--- config.mk ---
export PLATFORM = sky130hd
export DESIGN_NAME = freq_detector
export DESIGN_NICKNAME = d
export VERILOG_FILES = /design/src/rtl/freq_detector.sv
export SDC_FILE = /design/constraint.sdc
export NUM_CORES = 1
export LEC_CHECK = 0
export CORE_UTILIZATION = 40
export DETAILED_ROUTE_END_ITERATION = 7
export SLEW_MARGIN = 15
export SYNTH_ARGS = -nofsm -noshare
export SYNTH_HDL_FRONTEND = slang
export SYNTH_SLANG_ARGS = --single-unit
--- constraint.sdc ---
create_clock -name clk_i -period 5 [get_ports clk_i]
set_input_delay 1 -clock clk_i [delete_from_list [all_inputs] [get_ports clk_i]]
set_output_delay 1 -clock clk_i [all_outputs]
set_load 0.02 [all_outputs]
--- src/rtl/freq_detector.sv ---
// Detects which divided-clock ratio (2/4/8/16) sig_i runs at and locks onto it
// after two matching periods; faults (illegal period, ratio change, timeout) pulse error_o.
module freq_detector (
    input  logic       clk_i,
    input  logic       rst_i,
    input  logic       sig_i,
    output logic [1:0] selector_o,
    output logic       valid_o,
    output logic       error_o
);

    typedef enum logic [1:0] {
        IDLE    = 2'd0,
        MEASURE = 2'd1,
        LOCKED  = 2'd2
    } state_t;

    state_t     state_reg, state_next;
    logic       sig_q;
    logic [4:0] cnt_reg, cnt_next;
    logic       cand_valid_reg, cand_valid_next;
    logic [1:0] cand_code_reg, cand_code_next;
    logic [1:0] selector_next;
    logic       valid_next, error_next;

    logic       rise;
    logic       legal;
    logic [1:0] code;
    logic       saturated;

    assign rise      = sig_i & ~sig_q;
    assign saturated = (cnt_reg == 5'd31);

    // The counter value seen on a rise is the period just completed.
    always_comb begin
        legal = 1'b1;
        code  = 2'b00;
        case (cnt_reg)
            5'd2:    code = 2'b00;
            5'd4:    code = 2'b01;
            5'd8:    code = 2'b10;
            5'd16:   code = 2'b11;
            default: legal = 1'b0;
        endcase
    end

    always_comb begin
        cnt_next = cnt_reg;
        if (rise)
            cnt_next = 5'd1;
        else if (!saturated)
            cnt_next = cnt_reg + 5'd1;
    end

    always_comb begin
        state_next      = state_reg;
        cand_valid_next = cand_valid_reg;
        cand_code_next  = cand_code_reg;
        selector_next   = selector_o;
        error_next      = 1'b0;
        case (state_reg)
            IDLE: begin
                if (rise) begin
                    state_next      = MEASURE;
                    cand_valid_next = 1'b0;
                end
            end
            MEASURE: begin
                if (rise) begin
                    if (!legal) begin
                        error_next      = 1'b1;
                        cand_valid_next = 1'b0;
                    end else if (cand_valid_reg && (cand_code_reg == code)) begin
                        state_next    = LOCKED;
                        selector_next = code;
                    end else begin
                        cand_valid_next = 1'b1;
                        cand_code_next  = code;
                    end
                end else if (saturated) begin
                    state_next      = IDLE;
                    cand_valid_next = 1'b0;
                    error_next      = 1'b1;
                end
            end
            LOCKED: begin
                if (rise) begin
                    if (!legal) begin
                        error_next      = 1'b1;
                        cand_valid_next = 1'b0;
                        state_next      = MEASURE;
                    end else if (code != selector_o) begin
                        // New legal ratio becomes the candidate so re-lock needs one more match.
                        error_next      = 1'b1;
                        cand_valid_next = 1'b1;
                        cand_code_next  = code;
                        state_next      = MEASURE;
                    end
                end else if (saturated) begin
                    state_next      = IDLE;
                    cand_valid_next = 1'b0;
                    error_next      = 1'b1;
                end
            end
            default: begin
                state_next      = IDLE;
                cand_valid_next = 1'b0;
            end
        endcase
        valid_next = (state_next == LOCKED);
    end

    always_ff @(posedge clk_i or posedge rst_i) begin
        if (rst_i) begin
            state_reg      <= IDLE;
            sig_q          <= 1'b0;
            cnt_reg        <= 5'd0;
            cand_valid_reg <= 1'b0;
            cand_code_reg  <= 2'b00;
            selector_o     <= 2'b00;
            valid_o        <= 1'b0;
            error_o        <= 1'b0;
        end else begin
            state_reg      <= state_next;
            sig_q          <= sig_i;
            cnt_reg        <= cnt_next;
            cand_valid_reg <= cand_valid_next;
            cand_code_reg  <= cand_code_next;
            selector_o     <= selector_next;
            valid_o        <= valid_next;
            error_o        <= error_next;
        end
    end

endmodule
==> reports/metrics.yaml <==
htree_levels: 1
path_cells: "clkdlybuf4s50_1 -> nor2b_1 -> nand3_4 -> or4_4 -> o311ai_4 -> nor2b_1"
post-route-util_pct: 47.3
syn2layout_area_growth_pct: 6.95
fmax_mhz: 353
syn_nets: 131
ys_seq_elements: 15
largest_reg_flops: 5
p_leak_nw: 0.565
timing_worst_slew_pin_value_ns: 0.664
power.total_mw: 0.559
clockRootBuffer: "clkbuf_4"
period_minus_slack_ns: 2.83
antennaDiodeCount: 0
grt_start_max_net_pins: 16
worstSetupStartpointType: "input pin"
max_stage_delay_ns: 0.56
cp_top_family: "simple AND/OR/NAND/NOR gates"
synthCells: 120
clk-insertion-delay-late_ns: 0.29
cp.required_ns: 5.22
post-route-period-util_pct: 56.6
drc: 0
synth.distinct_cells: 45
max_slew_margin_pct: 55.7
drtAntennaViolNets: 0
cp_max_fo: 9
viasPerCell: 5.57
overflow: 0
portBuffers: 6
power_density_nw_per_um2: 461
fp.dieH_um: 55.3
placement.cell_area_sq_um: 1190
rsz0062_at_grt: "false"
nets: 137
coreArea_sq_um: 2570
antenna_found_initial: 0
dieArea_sq_um: 3050
fin_setup_tns_ns: 0
pin_count: 7
place_hpwl_mm: 1.62
setup_viol: 0
crit_buf_inv: 1
synthFlopType: "dfrtp_1"
start_util_pct: 44.2
synth_area_leaders: "dfrtp_1 33%, ha_1 8.8%, mux2_2 5.0%, nor2_1 3.3%, o21ai_0 3.1%"
clock_sinks: 15
row_count: 18
synthesis.area_sq_um: 1130
cts_resized: 0
synth-async-reset-ratio_pct: 100
ys_seq_area_share_pct: 33.1
ir_drop_mv: 0.229
post_cts_buffers: 0
status: "complete, no violations"
num_vias: 864
critPathArrivalTime_ns: 3.05
min_path_type: "flip-flop to flip-flop"
cts_tree: "done"
drv_cap: 0
final_cell_area_sq_um: 1210
yosysWarnings: 0
yosysMostFrequentCell: "dfrtp_1"
yosysTopAreaCell: "dfrtp_1"
grt_pass1_wl_mm: 3.75
hold_buffers: 0
placed_cells: 151
syn_avg_cell_area_sq_um: 9.46
track_usage_pct: 15.1
grt_pass1_vias: 853
die_w_um: 55.3
drive_above_1_share_pct: 14.4
synthTopCellsByCount: "15 x dfrtp_1, 10 x nor2_1, 9 x inv_1, 8 x ha_1, 8 x nand2_1"
clockBufferDepth: 2
path_clk_slew_ns: 0.08
finalWirelength_mm: 2.12
slew_viol_final: 0
fin_skew_ns: 0.00223
cpMaxStageDelayCell: "nor2b_1"
synth.top_cell.area_share_pct: 33.1
firstDrtPassIters: 4
numCtsBuffers: 3
drt_iter0_drc: 26
final_cells: 155
critical_path_class: "input pin to flip-flop"
cp-end-kind: "flip-flop"
wire_per_inst_um: 13.7
worst_path_most_repeated_cell: "nor2b_1"
final_hold_viol_count: 0
place_congestion: 0.953
synth_edf_count: 0
-- final timing paths --
| path | start | end | slack (ns) | depth (start not counted) |
|---|---|---|---|---|
| setup / recovery | sig_i | valid_o$_DFF_PP0_ | 2.17 | 6 |
| hold / removal | cand_code_reg[1]$_DFFE_PP0P_ | cand_code_reg[1]$_DFFE_PP0P_ | 0.55 | 1 |
| setup reg to reg | cnt_reg[0]$_DFFE_PP0P_ | cand_code_reg[1]$_DFFE_PP0P_ | 2.75 | 8 |
| hold reg to reg | cand_code_reg[1]$_DFFE_PP0P_ | cand_code_reg[1]$_DFFE_PP0P_ | 0.55 | 1 |
| max in group asynchronous | rst_i | selector_o[0]$_DFFE_PP0P_ | 3.58 | 2 |
| min in group asynchronous | rst_i | error_o$_DFF_PP0_ | 1.05 | 2 |
-- where the power goes --
| group | internal [mW] | total, mW | switching, mW |
|---|---|---|---|
| clock network | 0.0310 | 0.0693 | 0.0383 |
| registers | 0.154 | 0.203 | 0.0483 |
| logic | 0.132 | 0.287 | 0.155 |
| total | 0.317 | 0.559 | 0.242 |
-- cell usage in the layout (no fill, tap or decap), types with 2 or more instances in the layout --
cell             synthesis  layout
nand2b_1                 4       4
xor2_1                   2       2
ha_1                     8       8
o21ai_0                  7       7
mux2i_1                  2       2
o21ai_1                  3       3
xnor2_1                  3       3
clkbuf_4                 0       3
a21oi_1                  3       3
nand2_1                  8       8
nand4_1                  2       2
nor2_1                  10      10
and3_1                   2       2
mux2_2                   5       5
nor2b_1                  5       5
dfrtp_1                 15      15
clkdlybuf4s50_1          0       6
inv_1                    9       9
a31oi_1                  2       2
-- logic make-up (layout without fill, tap and decap cells) --
family / after synthesis / after routing / synth area share, %
flip-flops: 15 / 15 / 33.1
AND/OR/NAND/NOR: 44 / 44 / 22.6
multiplexers: 7 / 7 / 6.73
AO/OA/AOI/OAI: 27 / 27 / 18.0
buffers and inverters: 14 / 19 / 6.95
XOR/XNOR: 5 / 5 / 3.86
adder cells (fa/ha/maj): 8 / 8 / 8.82
-- metal layers --
| metal | global-route usage, % | vias up | part of all wire [%] |
|---|---|---|---|
| li1 | - | 432 | - |
| met1 | 21.1 | 410 | 49 |
| met2 | 23.6 | 17 | 46 |
| met3 | 1.64 | 5 | 2.8 |
| met4 | 6.43 | 0 | 2.1 |
| met5 | 0 | - | 0 |
-- area by class of cell --
cell class,instances,area [sq um]
timing repair buffer,6,60.1
clock buffer,4,26.3
multi-input combinational,91,681
fill,259,1350
tap,30,37.5
inverter,9,33.8
sequential,15,375
-- stage by stage --
stage          hold slack, ns  worst slack, ns
3_3_place_gp            0.518             1.96
5_1_grt                 0.565             2.00
6_report                0.547             2.17
3_5_place_dp            0.527             1.88
4_1_cts                 0.549             2.16
2_1_floorplan           0.500             2.82
Power figures use the tool's default switching activity.
